File: config.mk
export PLATFORM = sky130hd
export DESIGN_NAME = adder_seq
export DESIGN_NICKNAME = d
export VERILOG_FILES = /design/src/rtl/adder_seq.sv
export SDC_FILE = /design/constraint.sdc
export NUM_CORES = 1
export LEC_CHECK = 0
export ABC_CLOCK_PERIOD_IN_PS = 3300
export CORE_MARGIN = 1.5
export CORE_UTILIZATION = 51
export CTS_CLUSTER_DIAMETER = 50
export DETAILED_ROUTE_END_ITERATION = 16
export MAX_ROUTING_LAYER = met4
export PLACE_DENSITY = 0.78
export SYNTH_ARGS = -nofsm -noshare
export SYNTH_HDL_FRONTEND = slang
export SYNTH_HIERARCHICAL = 1
export SYNTH_SLANG_ARGS = --single-unit
export TNS_END_PERCENT = 1
File: constraint.sdc
create_clock -name clk -period 3.3 [get_ports clk]
set_input_delay 0.33 -clock clk [delete_from_list [all_inputs] [get_ports clk]]
set_output_delay 0.33 -clock clk [all_outputs]
set_load 0.005 [all_outputs]
File: src/rtl/adder_seq.sv
// -----------------------------------------------------------------------------
// adder_seq -- multi-cycle wide adder built around one 3-bit ripple adder.
//
// Adds two W = 3*CHUNKS bit operands plus a carry-in. One 3-bit chunk is added
// per cycle, least significant chunk first, and the chunk carry is registered
// between cycles. Result registers only change on the completing edge, so
// partial sums are never visible.
//
// Optional feature macro: ADDER_SEQ_OVF_EN
//   When defined, adds the `ovf` output (signed overflow of the last add).
//
// Modules in this file:
//   adder      3-bit ripple-carry adder (a, b, cin -> sum, cout)
//   adder_seq  top-level sequencer
//
// adder_seq ports:
//   clk       in   1   clock, rising edge
//   rst_n     in   1   synchronous active-low reset
//   start     in   1   request an add (accepted in IDLE or DONE)
//   a_in      in   W   operand A, sampled on accept
//   b_in      in   W   operand B, sampled on accept
//   cin_in    in   1   carry-in, sampled on accept
//   busy      out  1   high while chunks are being added (RUN)
//   done      out  1   one-cycle pulse, result valid (DONE)
//   sum_out   out  W   sum of the last completed add, held
//   cout_out  out  1   carry-out of the last completed add, held
//   ovf       out  1   signed overflow of the last add (ADDER_SEQ_OVF_EN only)
// -----------------------------------------------------------------------------

module adder (
  input  logic [2:0] a,
  input  logic [2:0] b,
  input  logic       cin,
  output logic [2:0] sum,
  output logic       cout
);

  logic [3:0] w_c;

  assign w_c[0] = cin;

  for (genvar i = 0; i < 3; i++) begin : g_fa
    assign sum[i]     = a[i] ^ b[i] ^ w_c[i];
    assign w_c[i + 1] = (a[i] & b[i]) | (w_c[i] & (a[i] ^ b[i]));
  end

  assign cout = w_c[3];

endmodule

module adder_seq #(
  parameter int CHUNKS = 4
) (
  input  logic                  clk,
  input  logic                  rst_n,
  input  logic                  start,
  input  logic [3*CHUNKS-1:0]   a_in,
  input  logic [3*CHUNKS-1:0]   b_in,
  input  logic                  cin_in,
  output logic                  busy,
  output logic                  done,
  output logic [3*CHUNKS-1:0]   sum_out,
  output logic                  cout_out
`ifdef ADDER_SEQ_OVF_EN
  ,
  output logic                  ovf
`endif
);

  localparam int W  = 3 * CHUNKS;
  localparam int IW = (CHUNKS > 1) ? $clog2(CHUNKS) : 1;

  typedef enum logic [1:0] {
    S_IDLE = 2'd0,
    S_RUN  = 2'd1,
    S_DONE = 2'd2
  } state_t;

  state_t r_state;
  state_t w_state_next;

  // Latched operands, running carry, chunk index and partial-sum accumulator.
  logic [W-1:0]  r_a;
  logic [W-1:0]  r_b;
  logic          r_carry;
  logic [IW-1:0] r_idx;
  logic [W-1:0]  r_acc;

  // Architectural result registers.
  logic [W-1:0]  r_sum_out;
  logic          r_cout_out;

  // Current chunk fed to the shared adder and what it produces.
  logic [2:0]    w_a_chunk;
  logic [2:0]    w_b_chunk;
  logic [2:0]    w_sum_chunk;
  logic          w_cout_chunk;

  logic [W-1:0]  w_acc_next;
  logic          w_last;
  logic          w_accept;

  // ---------------------------------------------------------------------------
  // Shared chunk adder
  // ---------------------------------------------------------------------------
  adder u_adder (
    .a    (w_a_chunk),
    .b    (w_b_chunk),
    .cin  (r_carry),
    .sum  (w_sum_chunk),
    .cout (w_cout_chunk)
  );

  // Chunk operand select. Kept separate from the accumulator merge below so
  // the adder output never feeds back into the block that drives its inputs.
  // NOTE: every variable written in always_comb gets a default first, so no
  // path through the block can leave it unassigned and infer a latch.
  always_comb begin
    w_a_chunk = '0;
    w_b_chunk = '0;
    for (int k = 0; k < CHUNKS; k++) begin
      if (r_idx == IW'(k)) begin
        w_a_chunk = r_a[3*k +: 3];
        w_b_chunk = r_b[3*k +: 3];
      end
    end
  end

  // Accumulator with the current chunk's sum merged in. On the last chunk this
  // is the complete result, which lets sum_out load on the same edge.
  always_comb begin
    w_acc_next = r_acc;
    for (int k = 0; k < CHUNKS; k++) begin
      if (r_idx == IW'(k)) begin
        w_acc_next[3*k +: 3] = w_sum_chunk;
      end
    end
  end

  assign w_last   = (r_idx == IW'(CHUNKS - 1));
  assign w_accept = start && ((r_state == S_IDLE) || (r_state == S_DONE));

  // ---------------------------------------------------------------------------
  // FSM
  // ---------------------------------------------------------------------------
  // NOTE: reset is synchronous: rst_n is only looked at on the rising edge, so
  // it is a plain data input to every flop and wins over start on that edge.
  always_ff @(posedge clk) begin
    if (!rst_n) begin
      r_state <= S_IDLE;
    end else begin
      r_state <= w_state_next;
    end
  end

  always_comb begin
    w_state_next = r_state;
    busy         = 1'b0;
    done         = 1'b0;
    case (r_state)
      S_IDLE: begin
        if (start) w_state_next = S_RUN;
      end
      S_RUN: begin
        busy = 1'b1;
        // start is deliberately not looked at here.
        if (w_last) w_state_next = S_DONE;
      end
      S_DONE: begin
        done         = 1'b1;
        // The DONE cycle doubles as an accept cycle for back-to-back issue.
        w_state_next = start ? S_RUN : S_IDLE;
      end
      default: begin
        w_state_next = S_IDLE;
      end
    endcase
  end

  // ---------------------------------------------------------------------------
  // Datapath
  // ---------------------------------------------------------------------------
  // NOTE: sequential state uses non-blocking assignments so every register
  // samples the pre-edge values, independent of statement order.
  always_ff @(posedge clk) begin
    if (!rst_n) begin
      r_a        <= '0;
      r_b        <= '0;
      r_carry    <= 1'b0;
      r_idx      <= '0;
      r_acc      <= '0;
      r_sum_out  <= '0;
      r_cout_out <= 1'b0;
    end else if (w_accept) begin
      r_a     <= a_in;
      r_b     <= b_in;
      r_carry <= cin_in;
      r_idx   <= '0;
    end else if (r_state == S_RUN) begin
      r_acc   <= w_acc_next;
      r_carry <= w_cout_chunk;
      r_idx   <= r_idx + 1'b1;
      if (w_last) begin
        r_sum_out  <= w_acc_next;
        r_cout_out <= w_cout_chunk;
      end
    end
  end

  assign sum_out  = r_sum_out;
  assign cout_out = r_cout_out;

`ifdef ADDER_SEQ_OVF_EN
  // ---------------------------------------------------------------------------
  // Signed overflow: operands agree in sign but the result does not.
  // ---------------------------------------------------------------------------
  logic r_ovf;
  logic w_ovf_next;

  assign w_ovf_next = (r_a[W-1] == r_b[W-1]) && (w_acc_next[W-1] != r_a[W-1]);

  always_ff @(posedge clk) begin
    if (!rst_n) begin
      r_ovf <= 1'b0;
    end else if (!w_accept && (r_state == S_RUN) && w_last) begin
      r_ovf <= w_ovf_next;
    end
  end

  assign ovf = r_ovf;
`endif

endmodule

==> impl_results.md <==
- Slowest cell on the critical path: fa_1
- Share of post-route cells with drive strength above 1: 6.51%
- Worst rel slew slack: between 30% and 40%
- Post-route insts no fill: 344
- Dominant synthesized flop cell: dfxtp_1
- Max-slew violations: 0
- CP top delay family: adder cells
- I/O Buffers: 42
- Setup WS pre-CTS: 0.185 ns
- Vias after detailed routing: 1,793
- Gr usage total: 20.5%
- Die Area: 0.00500 sq mm
- Total grt overflow: 0
- Worst path most repeated cell: inv_1
- Critical path arrival: approximately 3.3 ns
- Die height: just over 70 um
- Peak VDD IR: around 0.00024 V
- CP max stage delay: about 0.42 ns
- Status: completed
- Pleak: 1.05 nW
- Final setup fails: 0
- Async set or reset register ratio after synthesis: 0%
- Commonest non-fill, non-tap cell in the layout: nand2_1
- WS Path Type: reg2reg
- Least-Margin Pin Slew: 1.03 ns
- R2R setup slack: 0.28 ns
- CTS root buf: clkbuf_8
- RR Startpoint: r_idx[0]
- Initial antenna violation count: 0
- R2R cell count: 14
- Final net count: 326
- Clk buf depth: 2
- EDFF count, synth: 0
- Fmax: 331 MHz
- Core area: around 0.0044 sq mm
- Crit path capture type: flop
- Placer congestion estimate: 0.814
- Inserted Diodes: 0
- Final Hold Fails: 0
- Number of global-route vias before repair: about 1,700
- Total CTS buffers: 5
- WL final: 4.60 mm
- CP Buf/Inv Count: 5
- CP Launch Type: flop
- R2r endpoint: r_acc[2]
- # IOs: 43
- FP Rows: 24
- Synth cell types: 29
- Setup TNS: 0 ns
- Critical Path RT: 3.53 ns
- Critical path fanouts, max: 7
- First-pass GRT wire length: approximately 8.0 mm
- Critical Path, Cell by Cell: inv_1, ha_1, and2b_2, a221oi_1, o31ai_1, inv_1, fa_1, inv_1, fa_1, inv_1, fa_1, inv_2, nand3_1, a21boi_0
- Hold Path End: r_a[10]
- Hold Crit Depth: 2
- Max cap viols: 0
- Final Skew: 0.00463 ns
- Final Util: 64.9%
- Syn Inst Count: 258
- Minimum clock period: 3.02 ns
- Final HPWL DP: around 3.2 mm
- Hold wc startpoint: r_a[10]
- Synthesis-stage register bit count: 51
- Post-Syn Area: ~0.0023 sq mm
- Synth warn: 6
- H-Tree Level Count: 2
- RSZ-0062 raised after global routing: no
- Min-delay worst type: reg2reg
- Synthesized Nets: 293
- Largest net degree at the start of global routing: 39
- DRC Markers: 0
- Initial Util: 53.3%
- Die W: between 70 and 80 um
- DRT Pass-1 Iters: 4
- Pwr Density: 431 mW/mm^2
- CTS tree: done
- Post-CTS Hold Buffers: 0
- Routed length per instance: about 13 um
- Synthesis-to-layout area growth: 21.6%
- Placed instance count: 336
- DRT iter0 DRCs: 92
- Sink Count: 51
- Seq/Total Area, Yosys: 43.7%
- Most frequent cells in the layout: nand2_1, dfxtp_1, clkdlybuf4s50_1
- Final WS setup: 0.283 ns
- Clock Pin Slew Worst Setup and Hold Paths: 0.09 ns
- Clk_lat worst skew: 0.30 ns
- Final period utilization: between 90% and 100%
- Vias per cell: 5.21
- Average cell area after synthesis: 9.06 sq um
- Routed Antenna Nets: 0
[power by group]
group          internal (mW)  switching (mW)  leakage, nW
combinational         0.0845          0.0982        0.582
clock                  0.192           0.197       0.0515
sequential             0.640          0.0152        0.415
[area by class of cell]
class / count / area (sq um)
inverter: 13 / 48.8
timing repair buffer: 48 / 465
clock buffer: 8 / 100
multi-input combinational: 172 / 1140
tap: 52 / 65.1
fill: 381 / 1540
sequential: 51 / 1020
[cells by family (layout without fill, tap and decap cells)]
family          Yosys count  in the layout  synth area share [%]
simple gates             91             91                  17.9
compound gates           62             62                  21.2
flops                    51             51                  43.7
buf+inv                  35             69                  7.49
mux                      11             11                  4.71
fa+ha+maj                 7              7                  4.71
xor+xnor                  1              1                 0.375
[worst register-to-register path, stage by stage (launching register included)]
cell and delay, ns:
dfxtp_1 0.41, inv_1 0.09, ha_1 0.22, and2b_2 0.24
a221oi_1 0.29, o31ai_1 0.11, inv_1 0.08, fa_1 0.17
inv_1 0.06, fa_1 0.38, inv_1 0.09, fa_1 0.42
inv_2 0.13, nand3_1 0.09, a21boi_0 0.16
[how the worst max path moves through the flow]
stage / start / to / slack [ns] / cells after the start
after global placement: r_idx[1] / r_acc[5] / 0.37 / 14
after floorplan: r_idx[0] / sum_out[5] / 0.41 / 16
after global routing: r_idx[1] / r_acc[8] / 0.03 / 14
after CTS: r_idx[1] / r_acc[2] / 0.16 / 14
after detailed placement: r_idx[1] / r_acc[2] / 0.18 / 14
final: r_idx[0] / r_acc[2] / 0.28 / 14
[per-stage QoR]
step                area, sq um  power (mW)  hold slack (ns)
detailed placement         2740       0.852            0.448
global placement           2740       0.848            0.445
finish                     2840        1.23            0.460
floorplan                  2340       0.795            0.435
global route               2840        1.29            0.480
CTS                        2840        1.24            0.464
[synth_stat cells, types with 4 or more instances]
cell	number	area [sq um]
o2bb2ai_1	9	78.8
mux2i_1	11	110
nand2_1	64	240
clkbuf_1	4	15.0
buf_2	14	70.1
a21boi_0	25	188
a21boi_1	9	67.6
nand3_1	9	45.0
ha_1	4	50.1
a221oi_1	6	52.6
inv_1	12	45.0
nor2b_1	7	43.8
dfxtp_1	51	1020
a22o_1	4	35.0
o31ai_1	6	45.0
[per-layer routing]
metal  global-route usage (%)  vias up  share of wire (%)
met1                     25.2      817                 47
met5                        -        -                  0
li1                         -      928                  -
met2                     34.4       41                 48
met3                     4.27        7                3.5
met4                     5.03        0                1.1
[repair_timing]
action                                  4_1_cts  5_1_grt
endpoints found under the setup margin        0        7
endpoints found under the hold margin         0        0
gates resized for setup                       0        2
setup buffers                                 0        0
[registers in the layout (all words and copies together), names as in the netlist]
name	count
cout_out	1
r_a	12
r_acc	9
r_b	12
r_carry	1
r_idx	2
r_state	2
sum_out	12
No activity file was read; power rests on OpenSTA's default activity.
==> variant: new RTL, same settings <==
Add an input register stage for `start`, `a_in`, `b_in` and `cin_in`; this delays them by one clock.
--- a/src/rtl/adder_seq.sv
+++ b/src/rtl/adder_seq.sv
@@ -76,6 +76,18 @@
     S_DONE = 2'd2
   } state_t;
 
+  logic start_q;
+  logic [3*CHUNKS-1:0] a_q;
+  logic [3*CHUNKS-1:0] b_q;
+  logic cin_q;
+
+  always_ff @(posedge clk) begin
+    start_q <= start;
+    a_q     <= a_in;
+    b_q     <= b_in;
+    cin_q   <= cin_in;
+  end
+
   state_t r_state;
   state_t w_state_next;
 
@@ -138,7 +150,7 @@
   end
 
   assign w_last   = (r_idx == IW'(CHUNKS - 1));
-  assign w_accept = start && ((r_state == S_IDLE) || (r_state == S_DONE));
+  assign w_accept = start_q && ((r_state == S_IDLE) || (r_state == S_DONE));
 
   // ---------------------------------------------------------------------------
   // FSM
@@ -159,7 +171,7 @@
     done         = 1'b0;
     case (r_state)
       S_IDLE: begin
-        if (start) w_state_next = S_RUN;
+        if (start_q) w_state_next = S_RUN;
       end
       S_RUN: begin
         busy = 1'b1;
@@ -169,7 +181,7 @@
       S_DONE: begin
         done         = 1'b1;
         // The DONE cycle doubles as an accept cycle for back-to-back issue.
-        w_state_next = start ? S_RUN : S_IDLE;
+        w_state_next = start_q ? S_RUN : S_IDLE;
       end
       default: begin
         w_state_next = S_IDLE;
@@ -192,9 +204,9 @@
       r_sum_out  <= '0;
       r_cout_out <= 1'b0;
     end else if (w_accept) begin
-      r_a     <= a_in;
-      r_b     <= b_in;
-      r_carry <= cin_in;
+      r_a     <= a_q;
+      r_b     <= b_q;
+      r_carry <= cin_q;
       r_idx   <= '0;
     end else if (r_state == S_RUN) begin
       r_acc   <= w_acc_next;
Formal check against the unedited RTL: not equivalent (Yosys sat finds a counterexample within 4 cycles, from zero or initial values and one cycle with rst_n low).
==> variant against the unedited design <==
Synthesized cell count increased by 10%. Utilization is 0.83 points lower. Critical path depth unchanged. Count of clock-buffer cells in the layout rose by 3. Routed wire length grew 15%. Setup slack worse by 0.033 ns. Cell area up 23%. Total power is 58% higher. Via count is 12% higher. Area after synthesis up 23%. Sequential cell count increased by 26. Non-clock buffer count down 1. Hold slack lost 0.040 ns. Critical path type unchanged. Largest power group unchanged. Highest routed layer unchanged.
==> variant: results (changes against the unedited design) <==
clock skew: 0.0108 ns (was 0.00463 ns)
routed wl met3: 221 um (was 163 um)
GRT Util Overall: 0.205 (about the same)
crit path DAT: 3.28 ns (was 3.25 ns)
Placed Cells: 381 (was 336)
R2R Path End: sum_out[8]$_SDFFE_PN0P_ (was r_acc[2]$_SDFFE_PN0P_)
routability cong.: 0.799 (was 0.814)
post-placement cell area: 3280 um^2 (was 2740 um^2)
largest net degree at the start of global routing: 29 (was 39)
area share of fa/ha/maj cells after synthesis: 0.0383 (was 0.0471)
metal2 WL: 2590 um (was 2230 um)
xor and xnor fraction of the mapped netlist area: 0.00304 (was 0.00375)
H-tree depth: 3 (was 2)
Synth cell types: 30 (was 29)
Switch Pwr: 0.439 mW (was 0.311 mW)
run status: finished clean (unchanged)
vias in the first global route: 2115 (was 1725)
met2 Resource Use GR: 0.330 (was 0.344)
WL met1: 2270 um (was 2160 um)
Non-Clock Buffer Count: 47 (was 48)
Post-Route WL: 5280 um (was 4600 um)
register area share after synthesis: 0.536 (was 0.437)
Max-slew headroom: 0.333 (was 0.312)
Synth Area in Compound Gates: 0.172 (was 0.212)
share of cells above drive strength 1: 0.0802 (was 0.0651)
P_leak: 1.32 nW (was 1.05 nW)
class of the worst hold path: in -> reg (was reg -> reg)
area occupied by multi-input gates: 1150 um^2 (was 1140 um^2)
hold depth: 1 (was 2)
GRT met3 Usage: 0.0453 (was 0.0427)
Worst VDD drop: 0.362 mV (was 0.243 mV)
Post-synth top cells: dfxtp_1 (77), nand2_1 (64), a21boi_0 (30), inv_1 (12), mux2i_1 (11) (was nand2_1 (64), dfxtp_1 (51), a21boi_0 (25), buf_2 (14), inv_1 (12))
DRT iter0 DRCs: 122 (was 92)
Synth area leaders: dfxtp_1 (54%), nand2_1 (8.4%), a21boi_0 (7.8%), mux2i_1 (3.8%), o2bb2ai_1 (2.7%) (was dfxtp_1 (44%), nand2_1 (10%), a21boi_0 (8.0%), mux2i_1 (4.7%), o2bb2ai_1 (3.4%))
proportion of synthesized area in mux cells: 0.0383 (was 0.0471)
fraction of area in multi-input gates: 0.328 (was 0.402)
Hold Startpoint: a_in[4] (was r_a[10]$_SDFFE_PN0P_)
met1 Usage GRT: 0.236 (was 0.252)
ClkCell Share: 0.0610 (was 0.0352)
CP max stage delay: 0.49 ns (was 0.42 ns)
CP startpoint: r_idx[1]$_SDFFE_PP0P_ (was r_idx[0]$_SDFFE_PP0P_)
non-clk buf share: 0.131 (was 0.164)
## variant: cell count changes in the layout (fill, tap and decap cells not counted)
cell and delta:
a221oi_1 -1, bufinv_16 +2, inv_4 +1, inv_2 -1, a221oi_2 +1, buf_4 -1, a21boi_0 +5, clkinv_2 +1
dfxtp_1 +26, clkbuf_8 +3, clkinvlp_4 +1, a21boi_1 -5
## variant: power groups by stage
stage	logic (mW)	clock network, mW	registers [mW]
2_1_floorplan	0.131	0	1.01
4_1_cts	0.183	0.776	0.990
3_5_place_dp	0.181	0	1.01
3_3_place_gp	0.176	0	1.01
6_report	0.182	0.762	0.991
5_1_grt	0.205	0.819	0.996
## variant: metrics by stage
step | hold slack (ns) | power [mW]
after detailed placement | 0.432 | 1.19
after CTS | 0.407 | 1.95
after global placement | 0.427 | 1.19
final | 0.420 | 1.93
after floorplan | 0.358 | 1.14
after global routing | 0.411 | 2.02
